--- src/rtl/arb_pkg.sv ---
// -----------------------------------------------------------------------------
// arb_pkg
// Shared declarations for the DMA bus arbiter slice:
//   - arb_state_t   : ownership sequencing states
//   - ARB_WORD_SIZE : default address/data word width
//   - DMA_CMD_W     : width of the {addr, len} command at the default word size
// -----------------------------------------------------------------------------
package arb_pkg;

    localparam int ARB_WORD_SIZE = 16;
    localparam int DMA_CMD_W     = 2 * ARB_WORD_SIZE;

    typedef enum logic [2:0] {
        IDLE    = 3'd0,   // CPU owns the data-memory port
        CMD     = 3'd1,   // command presented to the DMA engine
        DRAIN   = 3'd2,   // waiting for the D-cache to go quiet
        GRANT   = 3'd3,   // DMA owns the data-memory port
        RELEASE = 3'd4    // one-cycle turnaround back to the CPU
    } arb_state_t;

endpackage

--- src/rtl/dma_bus_arbiter_if.sv ---
// -----------------------------------------------------------------------------
// dma_bus_arbiter_if
// Bundles the D-cache / DMA-engine handshake seen by the arbiter.
//   Requests (driven by cache + DMA side, modport master):
//     dma_begin, dma_end, bus_request, cache_busy, cmd_addr, cmd_len, dma_beat
//   Responses (driven by the arbiter, modport slave):
//     bus_granted, cpu_stall, dma_cmd, dma_cmd_valid, dma_error, num_dma
// -----------------------------------------------------------------------------
interface dma_bus_arbiter_if
    import arb_pkg::*;
#(
    parameter int WORD_SIZE = ARB_WORD_SIZE
);

    logic                   dma_begin;
    logic                   dma_end;
    logic                   bus_request;
    logic                   cache_busy;
    logic [WORD_SIZE-1:0]   cmd_addr;
    logic [WORD_SIZE-1:0]   cmd_len;
    logic                   dma_beat;

    logic                   bus_granted;
    logic                   cpu_stall;
    logic [2*WORD_SIZE-1:0] dma_cmd;
    logic                   dma_cmd_valid;
    logic                   dma_error;
    logic [WORD_SIZE-1:0]   num_dma;

    modport master (
        output dma_begin, dma_end, bus_request, cache_busy,
               cmd_addr, cmd_len, dma_beat,
        input  bus_granted, cpu_stall, dma_cmd, dma_cmd_valid,
               dma_error, num_dma
    );

    modport slave (
        input  dma_begin, dma_end, bus_request, cache_busy,
               cmd_addr, cmd_len, dma_beat,
        output bus_granted, cpu_stall, dma_cmd, dma_cmd_valid,
               dma_error, num_dma
    );

endinterface

--- src/rtl/dma_bus_arbiter_watchdog.sv ---
// -----------------------------------------------------------------------------
// arb_watchdog
// Loadable down-counter that flags expiry while enabled at zero.
//   clk, reset : clock and synchronous active-high reset
//   load       : load load_val (has priority over counting)
//   load_val   : value loaded, i.e. number of enabled cycles minus one
//   en         : count down while high
//   expired    : high during the enabled cycle in which the count is zero
// -----------------------------------------------------------------------------
module arb_watchdog
    import arb_pkg::*;
#(
    parameter int WIDTH = 6
) (
    input  logic             clk,
    input  logic             reset,
    input  logic             load,
    input  logic [WIDTH-1:0] load_val,
    input  logic             en,
    output logic             expired
);

    logic [WIDTH-1:0] count;

    always_ff @(posedge clk) begin
        if (reset) begin
            count <= '0;
        end else if (load) begin
            count <= load_val;
        end else if (en && (count != '0)) begin
            count <= count - 1'b1;
        end
    end

    assign expired = en && !load && (count == '0);

endmodule

--- src/rtl/dma_bus_arbiter.sv ---
// -----------------------------------------------------------------------------
// dma_bus_arbiter
// Hands the shared data-memory port between the D-cache and the DMA engine:
// latches the DMA command on dma_begin, waits for the cache to drain, grants
// the bus, counts beats and returns the bus to the CPU on dma_end.
//   clk, reset : clock and synchronous active-high reset
//   bus        : dma_bus_arbiter_if.slave (requests in, grant/stall/cmd out)
// Parameters: WORD_SIZE (word width), WATCHDOG_CYCLES (grant time limit).
// Build option: define ARB_WATCHDOG_EN to revoke a grant that is held for
// WATCHDOG_CYCLES cycles without dma_end.
// -----------------------------------------------------------------------------
module dma_bus_arbiter
    import arb_pkg::*;
#(
    parameter int WORD_SIZE       = ARB_WORD_SIZE,
    parameter int WATCHDOG_CYCLES = 64
) (
    input  logic               clk,
    input  logic               reset,
    dma_bus_arbiter_if.slave   bus
);

    arb_state_t             state;
    arb_state_t             next_state;

    logic [2*WORD_SIZE-1:0] cmd_q;
    logic [WORD_SIZE-1:0]   beat_cnt;
    logic [WORD_SIZE-1:0]   beat_next;
    logic [WORD_SIZE-1:0]   num_dma_q;
    logic                   dma_error_q;

    logic                   granted_d, stall_d, cmd_valid_d;
    logic                   granted_q, stall_q, cmd_valid_q;
    logic                   wd_expired;

    // -------------------------------------------------------------------------
    // Optional grant watchdog
    // -------------------------------------------------------------------------
`ifdef ARB_WATCHDOG_EN
    localparam int WD_W = (WATCHDOG_CYCLES > 1) ? $clog2(WATCHDOG_CYCLES) : 1;

    logic wd_load;

    // Reload on GRANT entry so the count covers exactly WATCHDOG_CYCLES
    // cycles spent in GRANT.
    assign wd_load = (next_state == GRANT) && (state != GRANT);

    arb_watchdog #(
        .WIDTH    (WD_W)
    ) u_watchdog (
        .clk      (clk),
        .reset    (reset),
        .load     (wd_load),
        .load_val (WD_W'(WATCHDOG_CYCLES - 1)),
        .en       (state == GRANT),
        .expired  (wd_expired)
    );
`else
    assign wd_expired = 1'b0;

    // The limit only matters with the watchdog built in; a non-positive value
    // leaves this marker block in the elaborated hierarchy.
    if (WATCHDOG_CYCLES < 1) begin : g_watchdog_cycles_invalid
    end
`endif

    // -------------------------------------------------------------------------
    // FSM: state register
    // -------------------------------------------------------------------------
    // NOTE: clocked state uses non-blocking assignments so every register
    // samples pre-edge values regardless of process ordering.
    always_ff @(posedge clk) begin
        if (reset) begin
            state <= IDLE;
        end else begin
            state <= next_state;
        end
    end

    // -------------------------------------------------------------------------
    // FSM: next-state logic
    // -------------------------------------------------------------------------
    // NOTE: the default assignment up front keeps every path assigned, so no
    // latch is inferred.
    always_comb begin
        next_state = state;
        unique case (state)
            IDLE:    if (bus.dma_begin)                         next_state = CMD;
            CMD:                                                next_state = DRAIN;
            DRAIN:   if (bus.bus_request && !bus.cache_busy)    next_state = GRANT;
            GRANT:   if (bus.dma_end || wd_expired)             next_state = RELEASE;
            RELEASE:                                            next_state = IDLE;
            default:                                            next_state = IDLE;
        endcase
    end

    // -------------------------------------------------------------------------
    // FSM: output logic, decoded from next_state and registered below so the
    // outputs change on the same edge as the state.
    // -------------------------------------------------------------------------
    always_comb begin
        granted_d   = (next_state == GRANT);
        cmd_valid_d = (next_state == CMD);
        stall_d     = 1'b0;
        unique case (next_state)
            DRAIN:          stall_d = bus.bus_request;
            GRANT, RELEASE: stall_d = 1'b1;
            default:        stall_d = 1'b0;
        endcase
    end

    // A beat arriving together with dma_end is included before the length
    // check; the counter saturates rather than wrapping.
    assign beat_next = (bus.dma_beat && (beat_cnt != '1)) ? beat_cnt + 1'b1
                                                          : beat_cnt;

    // -------------------------------------------------------------------------
    // Command register, beat counter, statistics and registered outputs
    // -------------------------------------------------------------------------
    always_ff @(posedge clk) begin
        if (reset) begin
            granted_q   <= 1'b0;
            stall_q     <= 1'b0;
            cmd_valid_q <= 1'b0;
            cmd_q       <= '0;
            beat_cnt    <= '0;
            num_dma_q   <= '0;
            dma_error_q <= 1'b0;
        end else begin
            granted_q   <= granted_d;
            stall_q     <= stall_d;
            cmd_valid_q <= cmd_valid_d;

            // Only IDLE accepts a new command, so a late dma_begin cannot
            // overwrite a transfer in progress.
            if ((state == IDLE) && bus.dma_begin) begin
                cmd_q    <= {bus.cmd_addr, bus.cmd_len};
                beat_cnt <= '0;
            end else if (state == GRANT) begin
                beat_cnt <= beat_next;
            end

            // A normal completion wins over a coincident watchdog expiry.
            if ((state == GRANT) && bus.dma_end) begin
                if (beat_next != cmd_q[WORD_SIZE-1:0]) begin
                    dma_error_q <= 1'b1;
                end
                num_dma_q <= num_dma_q + 1'b1;
            end else if (wd_expired) begin
                dma_error_q <= 1'b1;
            end
        end
    end

    assign bus.bus_granted   = granted_q;
    assign bus.cpu_stall     = stall_q;
    assign bus.dma_cmd       = cmd_q;
    assign bus.dma_cmd_valid = cmd_valid_q;
    assign bus.dma_error     = dma_error_q;
    assign bus.num_dma       = num_dma_q;

endmodule
--- src/flat_wrapper.sv ---
// flat-port wrapper written by rule: the top's interface ports become plain ports
module dma_bus_arbiter_flat import arb_pkg::*;
#(
    parameter int WORD_SIZE       = ARB_WORD_SIZE,
    parameter int WATCHDOG_CYCLES = 64
)
  (clk, reset, bus_dma_begin, bus_dma_end, bus_bus_request, bus_cache_busy, bus_cmd_addr, bus_cmd_len, bus_dma_beat, bus_bus_granted, bus_cpu_stall, bus_dma_cmd, bus_dma_cmd_valid, bus_dma_error, bus_num_dma);
  dma_bus_arbiter_if #(.WORD_SIZE(WORD_SIZE)) bus_i ();
  input  logic clk;
  input  logic reset;
  input wire logic [$bits(bus_i.dma_begin)-1:0] bus_dma_begin;
  input wire logic [$bits(bus_i.dma_end)-1:0] bus_dma_end;
  input wire logic [$bits(bus_i.bus_request)-1:0] bus_bus_request;
  input wire logic [$bits(bus_i.cache_busy)-1:0] bus_cache_busy;
  input wire logic [$bits(bus_i.cmd_addr)-1:0] bus_cmd_addr;
  input wire logic [$bits(bus_i.cmd_len)-1:0] bus_cmd_len;
  input wire logic [$bits(bus_i.dma_beat)-1:0] bus_dma_beat;
  output wire logic [$bits(bus_i.bus_granted)-1:0] bus_bus_granted;
  output wire logic [$bits(bus_i.cpu_stall)-1:0] bus_cpu_stall;
  output wire logic [$bits(bus_i.dma_cmd)-1:0] bus_dma_cmd;
  output wire logic [$bits(bus_i.dma_cmd_valid)-1:0] bus_dma_cmd_valid;
  output wire logic [$bits(bus_i.dma_error)-1:0] bus_dma_error;
  output wire logic [$bits(bus_i.num_dma)-1:0] bus_num_dma;
  assign bus_i.dma_begin = bus_dma_begin;
  assign bus_i.dma_end = bus_dma_end;
  assign bus_i.bus_request = bus_bus_request;
  assign bus_i.cache_busy = bus_cache_busy;
  assign bus_i.cmd_addr = bus_cmd_addr;
  assign bus_i.cmd_len = bus_cmd_len;
  assign bus_i.dma_beat = bus_dma_beat;
  assign bus_bus_granted = bus_i.bus_granted;
  assign bus_cpu_stall = bus_i.cpu_stall;
  assign bus_dma_cmd = bus_i.dma_cmd;
  assign bus_dma_cmd_valid = bus_i.dma_cmd_valid;
  assign bus_dma_error = bus_i.dma_error;
  assign bus_num_dma = bus_i.num_dma;
  dma_bus_arbiter #(.WORD_SIZE(WORD_SIZE), .WATCHDOG_CYCLES(WATCHDOG_CYCLES)) u_core (.clk(clk), .reset(reset), .bus(bus_i));
endmodule
--- config.mk ---
export PLATFORM = sky130hd
export DESIGN_NAME = dma_bus_arbiter_flat
export DESIGN_NICKNAME = d
export VERILOG_FILES = /design/src/rtl/arb_pkg.sv /design/src/rtl/dma_bus_arbiter_if.sv /design/src/rtl/dma_bus_arbiter_watchdog.sv /design/src/rtl/dma_bus_arbiter.sv /design/src/flat_wrapper.sv
export SDC_FILE = /design/constraint.sdc
export NUM_CORES = 1
export LEC_CHECK = 0
export CAP_MARGIN = 30
export CORE_AREA = 8 8 96 98
export DETAILED_ROUTE_END_ITERATION = 7
export DIE_AREA = 0 0 104 106
export GPL_ROUTABILITY_DRIVEN = 1
export MAX_ROUTING_LAYER = met4
export PLACE_DENSITY = 0.71
export SLEW_MARGIN = 20
export SYNTH_ARGS = -nofsm -noshare
export SYNTH_HDL_FRONTEND = slang
export SYNTH_HIERARCHICAL = 1
export SYNTH_SLANG_ARGS = --single-unit
--- constraint.sdc ---
create_clock -name clk -period 2.7 [get_ports clk]
set_input_delay 0.27 -clock clk [delete_from_list [all_inputs] [get_ports clk]]
set_output_delay 0.27 -clock clk [all_outputs]
set_load 0.005 [all_outputs]
---- Word-level counts from Yosys, hierarchy flattened ----
Index checks and enable logic that the tools add are counted.
Widths: inputs -> output; s select.
word-level totals
  bits in registers ....................... 71
  bits of input ports ..................... 39
  output and inout bits ................... 52
  word-level logic and storage cells ...... 34
operators by class
  $add $sub $neg .......................... 2
  equality and inequality tests ........... 9
  multiplexer cells ....................... 6
  reductions and logical operators ........ 9
operators with widths
  kind                   count
  $add 16x1->16 const B  2
  $mux 16                1
  $ne 16x16->1           1
  $ne 16x16->1 const B   1
  $eq 3x2->1 const B     4
  $pmux 3 s4             1
  $mux 3                 3
  $eq 3x1->1 const B     2
  $logic_and 1x1->1      4
  $reduce_or 2->1        2
  $eq 3x3->1 const B     1
  $logic_not 3->1        1
  $pmux 1 s2             1
  $reduce_and 2->1       1
  $logic_not 1->1        1

---- Depth between registers and ports, before layout ----
  word-level depth ........................ 7
  gate-level depth with buffers ........... 9

---- Least setup slack after synthesis ----
Ideal clock, no wire load.
  path type ............................... register to register
  from .................................... register u_core.beat_cnt[0]
  to ...................................... register u_core.dma_error_q (netlist: u_core/bus.dma_error)
  setup time .............................. 143 ps
  arrival ................................. 2003 ps
  slack ................................... 554 ps
  stages on the path, launching flop included .. 9
  buffers on the path ..................... 1
  clock period less this slack ............ 2146 ps
  cells stage by stage .................... dfxtp_1 -> ha_1 -> and4_1 -> buf_4 -> and4_1 -> nor3_2 -> nand2_1 -> a2111oi_2 -> a311oi_2
on the way
  cells in the longest elaborated chain, start to end .. 5
  elaborated cells on any way between the ends .. 6
  those cells by class .................... add/sub (1); eq/ne (2); mux (1); reduce/logical (2)
ends and longest elaborated chain
  item                                                                   line                    text
  start, declared                                                        dma_bus_arbiter.sv:27   logic [WORD_SIZE-1:0] beat_cnt;
  start signal, assigned                                                 dma_bus_arbiter.sv:140  beat_cnt <= beat_next;
  parallel branches: the longest is 2 deep, another holds $add 16x1->16  -
  $mux 16 (*)                                                            dma_bus_arbiter.sv:114  assign beat_next = (bus.dma_beat && (beat_cnt != '1)) ? beat_cnt + 1'b1
  $ne 16x16->1 (*)                                                       dma_bus_arbiter.sv:145  if (beat_next != cmd_q[WORD_SIZE-1:0]) begin
  $reduce_and 2->1 (no line) (*)                                         -
  end signal, assigned                                                   dma_bus_arbiter.sv:128  dma_error_q <= 1'b0;
  end signal, assigned                                                   dma_bus_arbiter.sv:146  dma_error_q <= 1'b1;
  end signal, assigned                                                   dma_bus_arbiter.sv:150  dma_error_q <= 1'b1;
  end, declared                                                          dma_bus_arbiter.sv:30   logic dma_error_q;
Every way passes the cells marked *.
A chain may end at the register's enable or synchronous reset.

---- Worst setup path after layout ----
  from .................................... register u_core.beat_cnt[1]
  to ...................................... register u_core.dma_error_q (netlist: u_core/bus.dma_error)
Same word-level chain as after synthesis.

==> run metrics <==
outcome completed; Synthesized Nets 458; dpl cells 593; Crit path top cell by count nor4_1; Area Growth Syn to Fin 34.2%; PwrDens 499 nW/um^2; first-pass GRT wire length 15.3 mm; sequential share of power 0.496; Setup-failing EPs final 0; initial antenna violation count 0; ant diodes 0; Clock Skews 0.00817 ns; Gate power share 0.136; sw frac 0.247; final worst-path cycle share 0.892; Least-Margin Pin Slew 0.633 ns; main flop type after synthesis dfxtp_1; Max Transition Viols Final 0; clk root buf clkbuf_8; detailed-route via count 3,156; yosys warns 6; area of the multi-input gates 1840 um^2; Post-Route WL 9.03 mm; hold buffers post-CTS 0; nets@finish 540; Post-Layout Cell Count 608; Starting Density 0.432; total global routing overflow 0; #FFs+latches synth 71; clock network power share 0.369; Max-Cap Viols 0; largest net degree at the start of global routing 38; main area contributors after synthesis dfxtp_1, nand2_1, a21oi_1, xor2_1, xnor2_1; die area 11,000 um^2; drt drc 0; clock tree buffer depth 2; Final min period 2.41 ns; post_cts resized 0; unrepaired setup endpoints after global routing no; Netlist cell types 47; row cnt 33; Core Area 7850 um^2; dpl ws 0.312 ns; Sequential Area 1420 um^2; Final GP Congestion 0.880; Worst setup SP type flop; Die Y 106 um; CP endpoint kind flop; arrival time at the worst endpoint 2.61 ns; DRT iter0 DRCs 199; setup bufs post-CTS 0; post-route worst setup slack 0.292 ns; Psw 560 uW; 1st-pass router iterations 4; Crit path required time 2.91 ns; peak supply drop 0.317 mV; Rel. slew slack 0.578; Seq/Total Area, Yosys 0.419; internal power 1710 uW; syn_area_per_cell 8.13 um^2; Port Buf Inserts 90; CTS tree done; area leader, netlist dfxtp_1; synth cell count leaders nand2_1, dfxtp_1, a21oi_1; Crit Path Category reg -> reg; setup_tns 0 ns; CTS Buf Count 9; Avg Vias per Cell 5.19; Hold Crit Class in -> reg; share of the synthesized area in the top cell type 0.419; CP max stage delay 0.45 ns; worst path cell trace ha_1 -> and4_1 -> nand2_1 -> nor4_1 -> xnor2_1 -> nor4_1 -> a311oi_2; count leader, synth nand2_1; reg2reg setup slack 0.29 ns; Reg clk slew, reported paths 0.08 ns; number of global-route vias before repair 3,110; # clock sinks 71; die extent in x 104 um; Fmax achieved 415 MHz; CTS H-tree lvls 3; slowest CP cell and4_1; Syn Std Cell Area 3390 um^2; ratio of cells with drive above 1 in the final layout 0.0596; dpl hpwl 6.70 mm; final hold violations 0; EDFF count, synth 0; Wirelength per Cell 14.8 um; Final Core Density 0.580; Leakage 0.00162 uW; largest fanout on the critical path 10; clk_lat worst skew 0.34 ns; worst hold slack 0.305 ns; fillers 727; gr usage total 0.170; Post-synth ARST share 0; Post-Syn Instances 417; post-route ant nets 0; # IOs 91
## through the flow
step                cell area (um^2)  power (uW)
floorplan                       3390        1290
global placement                4360        1460
detailed placement              4360        1460
CTS                             4550        2290
global route                    4550        2380
finish                          4550        2270
## cells by family (layout without fill, tap and decap cells)
family | Yosys count | after routing | share of synthesized area
flip-flops | 71 | 71 | 0.419
multiplexers | 2 | 2 | 0.00591
AND/OR/NAND/NOR | 195 | 195 | 0.286
buffers and inverters | 30 | 116 | 0.0395
adder cells (fa/ha/maj) | 2 | 2 | 0.00738
XOR/XNOR | 43 | 43 | 0.111
AO/OA/AOI/OAI | 74 | 74 | 0.130
## layer usage
layer / up-vias / wire length [um] / global-route usage
met5: - / 0 / -
li1: 1614 / - / -
met1: 1438 / 4180 / 0.212
met4: 0 / 111 / 0.0600
met2: 94 / 4170 / 0.264
met3: 10 / 565 / 0.0381
## flip-flops by register name, indices dropped and copies added (netlist names)
register and cells:
u_core/beat_cnt 16, u_core/bus.num_dma 16, u_core/bus.cpu_stall 1, u_core/bus.dma_cmd 32
u_core/bus.dma_error 1, u_core/bus.bus_granted 1, u_core/bus.dma_cmd_valid 1, u_core/state 3
## power groups by stage
stage	clock network (uW)	registers [uW]	logic (uW)
after global placement	0	1150	309
after CTS	855	1130	312
final	837	1120	308
after detailed placement	0	1150	310
after global routing	909	1130	342
after floorplan	0	1140	143
## layout by cell type (no fill, tap or decap), drive strengths merged, types with 9 or more instances in the layout
master          n
a21oi          44
and4           10
buf             9
clkbuf         12
clkdlybuf4s50  89
dfxtp          71
nand2          83
nand3          14
nand4          12
nor2           35
xnor2          21
xor2           22
## worst paths after layout
kind	startpoint	end	depth (start not counted)
worst max-delay path	u_core/beat_cnt[1]	u_core/bus.dma_error	7
worst min-delay path	reset	u_core/bus.num_dma[0]	2
worst max register to register	u_core/beat_cnt[1]	u_core/bus.dma_error	7
worst min register to register	u_core/bus.dma_cmd[24]	u_core/bus.dma_cmd[24]	2
## critical path, delay by kind of cell, from the launching register on
kind / cells / cell delay (ns)
compound gates: 1 / 0.14
simple gates: 4 / 1.37
xor+xnor: 1 / 0.12
flops: 1 / 0.41
fa+ha+maj: 1 / 0.24
## cell type report
type                            count  area share
Clock buffer                       12      0.0319
Inverter                            3     0.00248
Timing Repair Buffer               98       0.210
Sequential cell                    71       0.313
Multi-Input combinational cell    316       0.404
Tap cell                          105      0.0289
Clock inverter                      3     0.00963
Note: power is estimated with default switching activity, not from simulation.
